--- config.mk ---
export PLATFORM = sky130hd
export DESIGN_NAME = sipo_deser
export DESIGN_NICKNAME = d
export VERILOG_FILES = /design/src/rtl/sipo_deser.sv
export SDC_FILE = /design/constraint.sdc
export NUM_CORES = 1
export LEC_CHECK = 0
export ABC_AREA = 1
export ABC_CLOCK_PERIOD_IN_PS = 1300
export BUFFER_PORTS_ARGS = -buffer_cell sky130_fd_sc_hd__buf_2
export CORE_MARGIN = 2
export CORE_UTILIZATION = 48
export DETAILED_ROUTE_END_ITERATION = 12
export PLACE_DENSITY_LB_ADDON = 0.25
export SYNTH_ARGS = -nofsm -noshare
export SYNTH_HDL_FRONTEND = slang
export SYNTH_SLANG_ARGS = --single-unit
--- constraint.sdc ---
create_clock -name clk -period 1.3 [get_ports clk]
set_input_delay 0.065 -clock clk [delete_from_list [all_inputs] [get_ports clk]]
set_output_delay 0.065 -clock clk [all_outputs]
set_load 0.03 [all_outputs]
--- src/rtl/sipo_deser.sv ---
// sipo_deser: serial-in / parallel-out deserializer.
// Hunts for a sync-marked start bit, assembles WIDTH-bit words LSB first,
// and queues completed words in a 2-entry output FIFO with a sticky
// overflow flag for words dropped while the FIFO is full.
module sipo_deser #(
  parameter int WIDTH = 4
) (
  input  logic             clk,
  input  logic             rst_n,
  input  logic             s_in,
  input  logic             s_valid,
  input  logic             sync,
  input  logic             p_ready,
  input  logic             clr_ovf,
  output logic [WIDTH-1:0] p_out,
  output logic             p_valid,
  output logic [1:0]       fill,
  output logic             overflow
);

  localparam int CW = (WIDTH > 2) ? $clog2(WIDTH) : 1;
  localparam logic [CW-1:0] LAST_BIT = CW'(WIDTH - 1);

  typedef enum logic {HUNT = 1'b0, SHIFT = 1'b1} state_t;

  state_t           state_reg;
  logic [CW-1:0]    bit_cnt_reg;
  logic [WIDTH-1:0] shift_reg;
  logic [WIDTH-1:0] head_reg;
  logic [WIDTH-1:0] tail_reg;
  logic [1:0]       fill_reg;
  logic             p_valid_reg;
  logic             overflow_reg;

  logic             push;
  logic             pop;
  logic [WIDTH-1:0] word_done;
  logic [1:0]       fill_next;

  // Completion detect, pop qualification and next FIFO occupancy.
  always_comb begin
    word_done = {s_in, shift_reg[WIDTH-1:1]};
    push      = (state_reg == SHIFT) && s_valid && !sync && (bit_cnt_reg == LAST_BIT);
    pop       = p_valid_reg && p_ready;
    fill_next = fill_reg;
    if (push && !pop && fill_reg != 2'd2)
      fill_next = fill_reg + 2'd1;
    else if (!push && pop)
      fill_next = fill_reg - 2'd1;
  end

  // Framing FSM: hunt for sync, then shift bits in at the MSB end.
  always_ff @(posedge clk or negedge rst_n) begin
    if (!rst_n) begin
      state_reg   <= HUNT;
      bit_cnt_reg <= '0;
      shift_reg   <= '0;
    end else if (s_valid) begin
      if (sync) begin
        // A sync always restarts framing; any partial word is abandoned.
        state_reg   <= SHIFT;
        bit_cnt_reg <= CW'(1);
        shift_reg   <= {s_in, {(WIDTH-1){1'b0}}};
      end else if (state_reg == SHIFT) begin
        shift_reg   <= word_done;
        bit_cnt_reg <= (bit_cnt_reg == LAST_BIT) ? '0 : bit_cnt_reg + CW'(1);
      end
    end
  end

  // Two-entry output FIFO; head_reg is the word presented on p_out.
  always_ff @(posedge clk or negedge rst_n) begin
    if (!rst_n) begin
      head_reg    <= '0;
      tail_reg    <= '0;
      fill_reg    <= 2'd0;
      p_valid_reg <= 1'b0;
    end else begin
      case (fill_reg)
        2'd0: begin
          if (push) head_reg <= word_done;
        end
        2'd1: begin
          if (push && pop) head_reg <= word_done;
          else if (push)   tail_reg <= word_done;
        end
        default: begin
          // Full: a push is only accepted when the head leaves on the same edge.
          if (pop) begin
            head_reg <= tail_reg;
            if (push) tail_reg <= word_done;
          end
        end
      endcase
      fill_reg    <= fill_next;
      p_valid_reg <= (fill_next != 2'd0);
    end
  end

  // Sticky overflow: a drop on the same edge as a clear keeps the flag set.
  always_ff @(posedge clk or negedge rst_n) begin
    if (!rst_n)
      overflow_reg <= 1'b0;
    else if (push && !pop && fill_reg == 2'd2)
      overflow_reg <= 1'b1;
    else if (clr_ovf)
      overflow_reg <= 1'b0;
  end

  assign p_out    = head_reg;
  assign p_valid  = p_valid_reg;
  assign fill     = fill_reg;
  assign overflow = overflow_reg;

endmodule
==> qor.csv <==
metric,value,unit
Port Buf Inserts,14,
fmax,755,MHz
relative max-transition margin,74.3,%
largest net degree at the start of global routing,19,
Starting Density,51.5,%
global placer's final weighted congestion,0.857,
Worst Max-Slew Pin Slew,385,ps
Synth Instances,96,
Mean Syn Cell Area,9.27,um2
Post-synth EDFFs,0,
worst-skew pair later-pin latency,310,ps
Antenna Nets Post-Route,0,
"Slew Viols, Final",0,
DR vias,735,
total CTS buffers,3,
GRT overflow,0,
number of synthesized register bits,18,
DRC Markers,0,
Worst setup EP type,register,
Synth Flop Type,dfrtp_1,
Sw Pwr,1.07,mW
violated checks,negative setup slack,
"CP delay by family, top",simple AND/OR/NAND/NOR gates,
antenna cell count,0,
fraction of layout cells with a size suffix above 1,41.3,%
Clk pwr share,14.7,%
final wirelength,1.83,mm
critical path launch point type,register,
sequential cell area,454,um2
top post-synthesis cells by count,"nand2_1, dfrtp_1, inv_1",
library cells used by synthesis,22,
Max IR drop VDD,1.57,mV
FP Rows,15,
power consumption,2.47,mW
clk sinks,18,
vias per inst,5.03,
first-pass GRT wire length,2.55,mm
number of global-route vias before repair,614,
routed len/inst,12.6,um
Max Buffers Root-to-Sink,2,
outcome,"complete, but fails checks",
"FFs w/ async S/R, synth",100,%
die area,2210,um2
multi-input combinational cell area,484,um2
Int Power,1.39,mW
Area contributors post-synth,"dfrtp_1, nand2_1, ha_1",
Total GRT Usage,17.1,%
Core ar.,1730,um2
Fin. Hold Viols,0,
Layout Skew,1.77,ps
switching portion of total power,43.6,%
min Tclk post-route,1320,ps
min setup slack post-route,-24.3,ps
drt first-iter violations,15,
post-DP HPWL,1.14,mm
initial antenna violation count,0,
Comb power frac,51.7,%
max cap viols,0,
Ys Warns,0,
Synth top area share,50.6,%
"Period Utilization, post-route",102,%
P_leak,0.558,nW
post-synth design cell area,890,um2
Root Buffer,clkbuf_4,
Worst Path Buf+Inv,1,
sequential share of the synthesized area,50.6,%
Fill cells,138,
syn nets,107,
RSZ-0062 raised after global routing,true,
Syn-to-layout area delta,34.3,%
crit path max fanout,4,
final setup fails,1,
Die H,47.1,um
CTS tree,done,
iteration count of the initial detailed-routing pass,4,
CP most frequent cell,nand2_1,
pwr dens,2060,nW/um2
io pins,15,
nets,133,
critical path class,register to register,
# H-tree levels,1,
register share of total power,33.6,%
crit path DAT,1540,ps
"slowest stage delay, CP",430,ps
clock-pin transition on the worst setup and hold timing paths,110,ps
leading area contributor after synthesis,dfrtp_1,
"slowest stage cell, crit path",dfrtp_1,
"Cell Chain, Critical Path","ha_4, nand4_4, nand2_1, nand2_1, nand3_2, nand2_2, inv_1, nand2_1",
die width,47.1,um
worst min path class,input port to register,
pre-CTS setup slack,20.1,ps
"Req. time, crit path",1510,ps
most frequent cell after synthesis,nand2_1,
==> path summary, 6_finish.rpt <==
path                                startpoint   endpoint  slack (ps)  cells after the start
min in group asynchronous                rst_n   p_out[0]         200                      2
worst min register to register        p_out[0]   p_out[0]         490                      2
max in group asynchronous                rst_n  state_reg         800                      2
worst max-delay path            bit_cnt_reg[0]    p_valid         -20                      8
worst min-delay path                      sync  state_reg          40                      3
worst max register to register  bit_cnt_reg[0]    p_valid         -20                      8
==> cells in the final DEF, fill, tap and decap left out, types with 3 or more instances in the layout <==
cell type | Yosys | routed
inv_1 | 13 | 9
dlygate4sd3_1 | 0 | 3
nor2_1 | 4 | 4
nand2_1 | 20 | 17
nand3_1 | 4 | 4
buf_4 | 0 | 3
o21ai_1 | 8 | 7
inv_4 | 0 | 4
ha_4 | 0 | 3
a21oi_1 | 4 | 4
buf_2 | 0 | 14
clkbuf_4 | 0 | 3
dfrtp_1 | 18 | 15
dfrtp_2 | 0 | 3
nand2_2 | 3 | 6
==> layer usage <==
layer / global-route usage [%] / vias up / share of wire, % / routed length [um]
met3: 4.62 / 5 / 3.5 / 64
met5: 0 / - / 0 / 0
met1: 20.6 / 339 / 43 / 790
met4: 10.0 / 0 / 2.1 / 38
met2: 27.4 / 17 / 51 / 941
li1: - / 374 / - / -
==> through the flow <==
stage	hold slack (ps)	cells	instance area, um2	utilization, %	TNS (ps)
2_1_floorplan	-231	96	933	-	0
3_3_place_gp	20.7	135	1030	59.9	0
3_5_place_dp	9.62	135	1030	59.9	0
4_1_cts	49.1	142	1100	63.9	0
5_1_grt	45.1	146	1190	69.2	-394
6_report	42.3	146	1190	69.2	-24.3
==> logic make-up after synthesis <==
group,Yosys count,share of synthesized area (%)
xor+xnor,1,0.985
compound gates,20,13.9
simple gates,38,22.5
fa+ha+maj,4,5.63
buf+inv,15,6.33
flops,18,50.6
==> timing repair <==
| action | CTS | global route |
|---|---|---|
| pin swaps | 1 | 6 |
| endpoints found under the setup margin | 1 | 10 |
| hold endpoints to repair | 20 | 0 |
| setup buffers | 0 | 3 |
| hold buffers | 3 | 0 |
| resized for setup | 1 | 14 |
| gates cloned | 0 | 1 |
==> final cells by class <==
class | count | area share, %
timing repair buffer | 20 | 10.3
multi-input combinational | 64 | 40.5
clock buffer | 4 | 3.04
tap | 25 | 2.62
sequential | 18 | 38.0
inverter | 15 | 5.55
==> power groups by stage <==
stage / Clock (mW) / Combinational, mW / Sequential [mW]
CTS: 0.360 / 1.04 / 0.810
floorplan: 0 / 0.658 / 0.990
finish: 0.362 / 1.27 / 0.830
detailed placement: 0 / 1.03 / 0.821
global route: 0.397 / 1.39 / 0.846
global placement: 0 / 1.03 / 0.814
==> tightest hold or removal path: stages <==
cell and delay [ps]:
buf_2 110, nand2_1 80, nand2_1 60
Power figures use the tool's default switching activity.
